## src/rtl/lastfrog_pkg.sv

```systemverilog
// +--------------------------------------------------------------------------+
// | lastfrog_pkg                                                             |
// | Shared types and constants for the frogger lane logic.                   |
// | Revision: 1.0                                                            |
// +--------------------------------------------------------------------------+
`default_nettype none

package lastfrog_pkg;

  typedef enum logic [1:0] {
    ST_IDLE = 2'd0,
    ST_RUN  = 2'd1,
    ST_HALT = 2'd2
  } lane_state_e;

  localparam int DIR_LEFT  = 0;
  localparam int DIR_RIGHT = 1;

  // Fibonacci taps for x^8+x^6+x^5+x^4+1, as bit positions 7,5,4,3
  localparam logic [7:0] LFSR_SEED = 8'hA5;
  localparam logic [7:0] LFSR_TAPS = 8'hB8;

endpackage

`default_nettype wire

```

## src/rtl/rise_edge_detect.sv

```systemverilog
// +--------------------------------------------------------------------------+
// | rise_edge_detect                                                         |
// | Single-cycle pulse on each rising edge of a level synchronous to i_Clk.  |
// | Revision: 1.0                                                            |
// +--------------------------------------------------------------------------+
`default_nettype none

module rise_edge_detect (
  input  logic i_Clk,
  input  logic i_Rst_L,
  input  logic i_Sig,
  output logic o_Rise
);

  logic sig_prev_q;

  always_ff @(posedge i_Clk or negedge i_Rst_L) begin
    if (!i_Rst_L) begin
      sig_prev_q <= 1'b0;
    end else begin
      sig_prev_q <= i_Sig;
    end
  end

  assign o_Rise = i_Sig & ~sig_prev_q;

endmodule

`default_nettype wire

```

## src/rtl/lane_scroller.sv

```systemverilog
// +--------------------------------------------------------------------------+
// | lane_scroller                                                            |
// | Rotates one obstacle lane on prescaled divider edges, flags collisions.  |
// | Optional macro LANE_SCROLLER_LFSR_EN: LFSR bit replaces the wrapped bit. |
// | Revision: 1.0                                                            |
// +--------------------------------------------------------------------------+
`default_nettype none

module lane_scroller
  import lastfrog_pkg::*;
#(
  parameter int                    LANE_WIDTH   = 16,
  parameter logic [LANE_WIDTH-1:0] INIT_PATTERN = 16'h0F0F,
  parameter int                    DIR          = 0,
  parameter int                    COL_W        = 4
) (
  input  logic                  i_Clk,
  input  logic                  i_Rst_L,
  input  logic                  i_Step_Clk,
  input  logic                  i_Enable,
  input  logic [3:0]            i_Speed_Div,
  input  logic                  i_Load,
  input  logic [LANE_WIDTH-1:0] i_Load_Pattern,
  input  logic [COL_W-1:0]      i_Frog_Col,
  input  logic                  i_Frog_In_Lane,
  output logic [LANE_WIDTH-1:0] o_Lane,
  output logic                  o_Shift_Pulse,
  output logic                  o_Hit
);

  lane_state_e           state_q, state_d;
  logic [LANE_WIDTH-1:0] lane_q, lane_d;
  logic [3:0]            cnt_q, cnt_d;
  logic                  hit_q, hit_d;
  logic                  pulse_q, pulse_d;

  logic                  w_rise;
  logic                  w_fire;
  logic                  w_ins_bit;
  logic                  w_hit_now;
  logic [LANE_WIDTH-1:0] w_rot;

  rise_edge_detect u_step_edge (
    .i_Clk  (i_Clk),
    .i_Rst_L(i_Rst_L),
    .i_Sig  (i_Step_Clk),
    .o_Rise (w_rise)
  );

  // A shift happens only in RUN with enable held, and a load always wins
  assign w_fire = ~i_Load & (state_q == ST_RUN) & i_Enable & w_rise &
                  (cnt_q >= i_Speed_Div);

  assign w_hit_now = i_Frog_In_Lane & (int'(i_Frog_Col) < LANE_WIDTH) &
                     lane_q[i_Frog_Col];

`ifdef LANE_SCROLLER_LFSR_EN
  logic [7:0] lfsr_q, lfsr_d;

  always_comb begin
    lfsr_d = lfsr_q;
    if (i_Load) begin
      lfsr_d = LFSR_SEED;
    end else if (w_fire) begin
      lfsr_d = {lfsr_q[6:0], ^(lfsr_q & LFSR_TAPS)};
    end
  end

  always_ff @(posedge i_Clk or negedge i_Rst_L) begin
    if (!i_Rst_L) begin
      lfsr_q <= LFSR_SEED;
    end else begin
      lfsr_q <= lfsr_d;
    end
  end

  assign w_ins_bit = lfsr_q[0];
`else
  generate
    if (DIR == DIR_RIGHT) begin : g_wrap_right
      assign w_ins_bit = lane_q[0];
    end else begin : g_wrap_left
      assign w_ins_bit = lane_q[LANE_WIDTH-1];
    end
  endgenerate
`endif

  generate
    if (DIR == DIR_RIGHT) begin : g_rot_right
      assign w_rot = {w_ins_bit, lane_q[LANE_WIDTH-1:1]};
    end else begin : g_rot_left
      assign w_rot = {lane_q[LANE_WIDTH-2:0], w_ins_bit};
    end
  endgenerate

  always_comb begin
    state_d = state_q;
    lane_d  = lane_q;
    cnt_d   = cnt_q;
    hit_d   = hit_q;
    pulse_d = w_fire;
    if (i_Load) begin
      state_d = ST_IDLE;
      lane_d  = i_Load_Pattern;
      cnt_d   = 4'd0;
      hit_d   = 1'b0;
    end else begin
      case (state_q)
        ST_IDLE: begin
          cnt_d = 4'd0;
          if (i_Enable) state_d = ST_RUN;
        end
        ST_RUN: begin
          if (!i_Enable) begin
            state_d = ST_IDLE;
            cnt_d   = 4'd0;
          end else begin
            if (w_fire) begin
              lane_d = w_rot;
              cnt_d  = 4'd0;
            end else if (w_rise) begin
              cnt_d = cnt_q + 4'd1;
            end
            // Collision uses the pre-rotation lane; a same-cycle shift still completes
            hit_d = w_hit_now;
            if (w_hit_now) state_d = ST_HALT;
          end
        end
        ST_HALT: begin
          hit_d = 1'b1;
        end
        default: begin
          state_d = ST_IDLE;
        end
      endcase
    end
  end

  always_ff @(posedge i_Clk or negedge i_Rst_L) begin
    if (!i_Rst_L) begin
      state_q <= ST_IDLE;
      lane_q  <= INIT_PATTERN;
      cnt_q   <= 4'd0;
      hit_q   <= 1'b0;
      pulse_q <= 1'b0;
    end else begin
      state_q <= state_d;
      lane_q  <= lane_d;
      cnt_q   <= cnt_d;
      hit_q   <= hit_d;
      pulse_q <= pulse_d;
    end
  end

  assign o_Lane        = lane_q;
  assign o_Shift_Pulse = pulse_q;
  assign o_Hit         = hit_q;

endmodule

`default_nettype wire

```

## config.mk

```make
export PLATFORM = sky130hd
export DESIGN_NAME = lane_scroller
export DESIGN_NICKNAME = d
export VERILOG_FILES = /design/src/rtl/lastfrog_pkg.sv /design/src/rtl/rise_edge_detect.sv /design/src/rtl/lane_scroller.sv
export SDC_FILE = /design/constraint.sdc
export NUM_CORES = 1
export LEC_CHECK = 0
export ABC_CLOCK_PERIOD_IN_PS = 4050
export BUFFER_PORTS_ARGS = -buffer_cell sky130_fd_sc_hd__buf_2
export CORE_AREA = 2 2 67 53
export CTS_BUF_LIST = sky130_fd_sc_hd__clkbuf_8
export CTS_CLUSTER_SIZE = 28
export DETAILED_ROUTE_END_ITERATION = 6
export DIE_AREA = 0 0 69 55
export PLACE_DENSITY = 0.76
export RECOVER_POWER = 50
export SLEW_MARGIN = 20
export SYNTH_ARGS = -nofsm -noshare
export SYNTH_HDL_FRONTEND = slang
export SYNTH_SLANG_ARGS = --single-unit
```

## constraint.sdc

```tcl
create_clock -name i_Clk -period 4.05 [get_ports i_Clk]
set_input_delay 0.2025 -clock i_Clk [delete_from_list [all_inputs] [get_ports i_Clk]]
set_output_delay 0.2025 -clock i_Clk [all_outputs]
set_load 0.005 [all_outputs]
```

==> results of run 1 <==
-- power breakdown --
group	leakage (nW)	internal, mW	switching (mW)
combinational	0.471	0.0533	0.0514
clock	0.0217	0.0698	0.0834
sequential	0.301	0.272	0.0196
-- through the flow --
stage	cells	hold slack [ns]	power [mW]	setup slack, ns
finish	223	0.06722	0.5494	1.592
floorplan	140	-0.09309	0.3518	2.016
global placement	218	0.2129	0.3962	1.737
global route	223	0.06372	0.5824	1.367
detailed placement	218	0.2272	0.4010	1.619
CTS	223	0.05818	0.5534	1.603
-- flip-flops by register name (all words and copies together), names as in the netlist --
| name | cells |
|---|---|
| o_Lane | 16 |
| cnt_q | 4 |
| state_q | 2 |
| o_Hit | 1 |
| o_Shift_Pulse | 1 |
| u_step_edge.sig_prev_q | 1 |
-- cells by family (layout without fill, tap and decap cells) --
logic type | Yosys count | after routing | synth area share, %
compound gates | 46 | 46 | 25.63
mux | 6 | 6 | 5.657
buf+inv | 16 | 59 | 4.909
simple gates | 42 | 42 | 17.39
fa+ha+maj | 5 | 5 | 4.160
flops | 25 | 25 | 42.26
-- metal layers --
| metal | GRT usage [%] | wire, um | vias to the layer above |
|---|---|---|---|
| li1 | - | - | 614 |
| met2 | 34.13 | 1732 | 39 |
| met4 | 3.268 | 8 | 0 |
| met3 | 5.254 | 216 | 2 |
| met5 | 0 | 0 | - |
| met1 | 26.55 | 1653 | 648 |
-- layout by cell type (no fill, tap or decap), drive strengths merged, types with 6 or more instances in the layout --
master / count
clkbuf: 7
nor2b: 9
dfrtp: 17
dfstp: 8
buf: 43
inv: 7
a221o: 11
and2: 13
a21oi: 6
o31ai: 6
-- worst max-delay path by stage --
stage               cells after the start  slack [ns]          to     start
CTS                                     7        1.60  o_Lane[10]  cnt_q[0]
detailed placement                      7        1.62  o_Lane[10]  cnt_q[0]
global placement                        7        1.74  o_Lane[12]  cnt_q[0]
finish                                  7        1.59  o_Lane[10]  cnt_q[0]
floorplan                               9        2.02  o_Lane[15]  cnt_q[0]
global route                            7        1.37   o_Lane[8]  cnt_q[0]
-- critical path, cell delays in order (launching register included) --
cell and delay, ns:
dfrtp_1 0.41, inv_1 0.10, ha_1 0.23, nand2b_1 0.16, a211oi_2 0.26, o21bai_1 0.20, a31oi_1 0.77, a221o_1 0.28
-- area by class of cell --
cell class | count | share of cell area (%)
multi-input combinational | 99 | 44.25
sequential | 25 | 35.40
timing repair buffer | 48 | 13.38
tap | 40 | 2.787
clock buffer | 3 | 2.300
inverter | 7 | 1.463
clock inverter | 1 | 0.4181
==> results.cfg, run 1 <==
[synthesis]
ys_types = 39
synth_area_per_cell_um2 = 10.74
syn_inst = 140
synthesis.nets = 175
ys_top_cells_by_area = dfrtp_1 28%, dfstp_2 14%, a221o_1 7.3%
ys_ff_latch = 25
synth_flop_cell = dfrtp_1
yosysWarnings = 0
ys_seq_area_share_pct = 42.26
synth_top_area_share_pct = 28.29
synth_edf_count = 0
syn_area_mm2 = 0.001504
yosysTopAreaCell = dfrtp_1
yosysMostFrequentCell = dfrtp_1
async_flop_share_pct = 100.0
synth_common_cells = 17 x dfrtp_1, 13 x and2_1, 11 x a221o_1

[setup_path]
crit_type = register to register
startpoint_type = register
arrival_ns = 2.67
endpoint_kind = register
rr_startpoint = cnt_q[0]
critPathRequiredTime_ns = 4.27
rrSetupSlack_ns = 1.59
ff2ff_path_depth = 7
worstPathMaxFanout = 11
r2r-end = o_Lane[10]

[global_routing]
grt_max_degree = 30
grt_pass1_wl_mm = 5.913
grt_remaining_overflow = 0
grt_usage_pct = 19.97
grt_pass1_vias = 1242
grt_antenna_before_repair = 0

[placed_design]
portBuffers = 47
place.gp.congestion = 0.8326
placed_area_mm2 = 0.001742
dp_hpwl_mm = 2.792

[clocking]
cts_sinks = 25
cts_tree = done
cts_resized = 0
post-cts-setup-buffer-count = 0
clk_latency_ns = 0.27
cts_buffer_depth = 2
path_clk_slew_ns = 0.09
htreeDepth = 1
ctsHoldBuffers = 1
root_buffer = clkbuf_8
cts_buffers = 3

[power]
ir_worst_vdd_v = 0.0001632
power_density_mw_per_mm2 = 306.0
p_leak_nw = 0.7937

[drt]
first_iter_violations = 87
wirelength_mm = 3.611
drc = 0
ant_nets = 0
viasPerCell = 5.843
wl_per_cell_um = 16.19
drtPass1Iterations = 4
vias = 1303

[finish]
layout-drive-gt1-share_pct = 36.07
diodes = 0
multiInputGateArea_um2 = 794.5
utilization_pct = 56.94
syn2layout_area_growth_pct = 19.38
finalInstanceArea_mm2 = 0.001795
fill_cells = 284
nets = 219
regArea_um2 = 635.6

[timing]
maxSlewHeadroom_pct = 8.599
final.min_clock_period_ns = 2.458
hold_violations = 0
fin_worst_skew_ns = 0.005517
fin_setup_tns_ns = 0
slew_violations = 0
fmax_mhz = 406.8
worstMarginPinSlew_ns = 1.371
rsz0062_at_grt = no
setup_violations = 0
finalCritPeriodShare_pct = 60.69

[hold_path]
min_to = u_step_edge.sig_prev_q
hold_start = i_Step_Clk
holdCritPathClass = primary input to register
holdPathStages = 1

[outcome]
status = finished, final reports clean

[floorplanning]
initial_utilization_pct = 47.70
coreArea_mm2 = 0.003153
die-area_mm2 = 0.003795
core.rowCount = 18
io-pin-count = 48
die_h_um = 55
die_w_um = 69

[flow_run]
drv_cap = 0
No activity file was read; power rests on OpenSTA's default activity.
==> inputs of run 2 (changes only) <==
--- a/config.mk
+++ b/config.mk
@@ -5,14 +5,15 @@
 export SDC_FILE = /design/constraint.sdc
 export NUM_CORES = 1
 export LEC_CHECK = 0
-export ABC_CLOCK_PERIOD_IN_PS = 4050
+export ABC_AREA = 1
+export ABC_CLOCK_PERIOD_IN_PS = 2100
 export BUFFER_PORTS_ARGS = -buffer_cell sky130_fd_sc_hd__buf_2
-export CORE_AREA = 2 2 67 53
+export CORE_AREA = 2 2 72 57
 export CTS_BUF_LIST = sky130_fd_sc_hd__clkbuf_8
 export CTS_CLUSTER_SIZE = 28
 export DETAILED_ROUTE_END_ITERATION = 6
-export DIE_AREA = 0 0 69 55
-export PLACE_DENSITY = 0.76
+export DIE_AREA = 0 0 74 59
+export PLACE_DENSITY = 0.75
 export RECOVER_POWER = 50
 export SLEW_MARGIN = 20
 export SYNTH_ARGS = -nofsm -noshare
==> constraint.sdc (replaced) <==
create_clock -name i_Clk -period 2.1 [get_ports i_Clk]
set_input_delay 0.105 -clock i_Clk [delete_from_list [all_inputs] [get_ports i_Clk]]
set_output_delay 0.105 -clock i_Clk [all_outputs]
set_load 0.005 [all_outputs]
==> results.cfg, run 2 <==
[timing]
fin_setup_tns_ns = 0
maxSlewHeadroom_pct = 11.29
worstMarginPinSlew_ns = 1.331
fmax_mhz = 591.8
hold_violations = 0
setup_violations = 0
finalCritPeriodShare_pct = 80.46
fin_worst_skew_ns = 0.002644
slew_violations = 0
rsz0062_at_grt = no
final.min_clock_period_ns = 1.690

[synthesis]
synth_common_cells = 77 x nand2_1, 36 x nand3_1, 30 x inv_1
ys_ff_latch = 25
ys_types = 27
ys_top_cells_by_area = dfrtp_1 25%, nand2_1 17%, dfstp_2 13%
async_flop_share_pct = 100.0
synth_flop_cell = dfrtp_1
yosysTopAreaCell = dfrtp_1
synthesis.nets = 256
syn_area_mm2 = 0.001673
synth_area_per_cell_um2 = 7.569
yosysWarnings = 0
yosysMostFrequentCell = nand2_1
syn_inst = 221
synth_edf_count = 0
synth_top_area_share_pct = 25.43
ys_seq_area_share_pct = 38.00

[finish]
final_cells = 319
layout-drive-gt1-share_pct = 25.09
diodes = 0
final_common_cell = nand2_1
final_cell_mix = 77 x nand2_1, 41 x buf_2, 36 x nand3_1
nets = 303
largest_reg_flops = 16
syn2layout_area_growth_pct = 15.56

[setup_path]
startpoint_type = register
arrival_ns = 1.90
endpoint_kind = register
crit_type = register to register
worstPathMaxFanout = 15
critPathRequiredTime_ns = 2.31

[clocking]
cts_buffer_depth = 2
clk_latency_ns = 0.27
root_buffer = clkbuf_8
cts_sinks = 25
post-cts-setup-buffer-count = 0
htreeDepth = 1
cts_resized = 0
path_clk_slew_ns = 0.08
cts_tree = done
cts_buffers = 3

[drt]
drtPass1Iterations = 4
vias = 1550
ant_nets = 0
wl_per_cell_um = 11.67
drc = 0
wirelength_mm = 3.724
first_iter_violations = 99
viasPerCell = 4.859

[global_routing]
grt_usage_pct = 17.92
grt_pass1_wl_mm = 6.016
grt_pass1_vias = 1336
grt_max_degree = 33
grt_remaining_overflow = 0
grt_antenna_before_repair = 0

[floorplanning]
die_w_um = 74
initial_utilization_pct = 46.60
io-pin-count = 48
die-area_mm2 = 0.004366
core.rowCount = 19
die_h_um = 59
coreArea_mm2 = 0.003590

[hold_path]
holdCritPathClass = primary input to register

[placed_design]
dpl.cell_count = 313
dp_hpwl_mm = 2.790
place.gp.congestion = 0.8111
portBuffers = 47

[power]
ir_worst_vdd_v = 0.0003906
power_density_mw_per_mm2 = 572.3
p_leak_nw = 1.099

[flow_run]
drv_cap = 0

[outcome]
status = finished, final reports clean
==> run 2: changes by cell type after synthesis, sizes merged, moves of 3 or more <==
cell / change
inv: +26
a41oi: -5
and2: -13
nand3: +38
nand2: +74
nor2b: -9
a21oi: -5
o31ai: -6
nand4: +5
mux2i: -4
o21ai: +11
nand2b: -4
a221o: -11
a31oi: -3
==> run 2: cell families (layout without fill, tap and decap cells) <==
| family | after synthesis | after routing | share of synthesized area [%] |
|---|---|---|---|
| compound gates | 19 | 19 | 6.507 |
| xor+xnor | 2 | 2 | 1.047 |
| fa+ha+maj | 5 | 5 | 3.740 |
| buf+inv | 42 | 88 | 14.14 |
| flops | 25 | 25 | 38.00 |
| simple gates | 128 | 128 | 36.57 |
==> run 2: per-stage QoR <==
| stage | utilization [%] | power, mW | hold WS [ns] | worst slack, ns | area, um^2 |
|---|---|---|---|---|---|
| floorplan | - | 0.7371 | -0.1906 | 0.6009 | 1673 |
| global placement | 52.25 | 0.8271 | 0.1336 | 0.4825 | 1876 |
| detailed placement | 52.25 | 0.8303 | 0.1352 | 0.4376 | 1876 |
| CTS | 54.06 | 1.116 | 0.04449 | 0.4190 | 1941 |
| global route | 53.85 | 1.178 | 0.06832 | 0.3049 | 1933 |
| finish | 53.85 | 1.106 | 0.04801 | 0.4103 | 1933 |
==> run 2: final timing paths <==
check                      depth (start not counted)  slack [ns]              start          to
max                                                9        0.41           cnt_q[1]  o_Lane[13]
min                                                3        0.05  i_Load_Pattern[5]   o_Lane[5]
max reg2reg                                        9        0.41           cnt_q[1]  o_Lane[13]
min reg2reg                                        2        0.50          o_Lane[8]   o_Lane[8]
max in group asynchronous                          2        0.67            i_Rst_L    cnt_q[0]
min in group asynchronous                          2        0.65            i_Rst_L  o_Lane[12]
==> run 2: repair_timing <==
| item | CTS | global route |
|---|---|---|
| hold endpoints to repair | 18 | 0 |
| hold buffers | 2 | 0 |
| setup endpoints to repair | 0 | 0 |
==> run 2: final cells by class <==
type,count,area (um^2)
clock buffer,3,41.29
clock inverter,1,3.754
fill,365,1657
inverter,33,123.9
multi-input combinational,154,800.8
sequential,25,635.6
tap,52,65.06
timing repair buffer,51,262.8
==> run 2: worst max-delay path, stage by stage (launching register included) <==
cell and delay, ns:
dfrtp_1 0.42, ha_1 0.31, inv_1 0.05, o21bai_2 0.11, nand3_2 0.07, nand3_2 0.10
nand3_4 0.19, nand2_4 0.23, nand2_1 0.08, nand2_1 0.06
==> run 2: power by group <==
part           internal [mW]  switching, mW
clock network          0.131          0.153
logic                  0.105          0.147
registers              0.536         0.0350
total                  0.772          0.335
==> run 2: metal layers <==
layer	GRT usage [%]	wire, um
met5	0	0
met4	5.195	24
met3	4.082	318
met2	26.66	1663
met1	26.16	1718
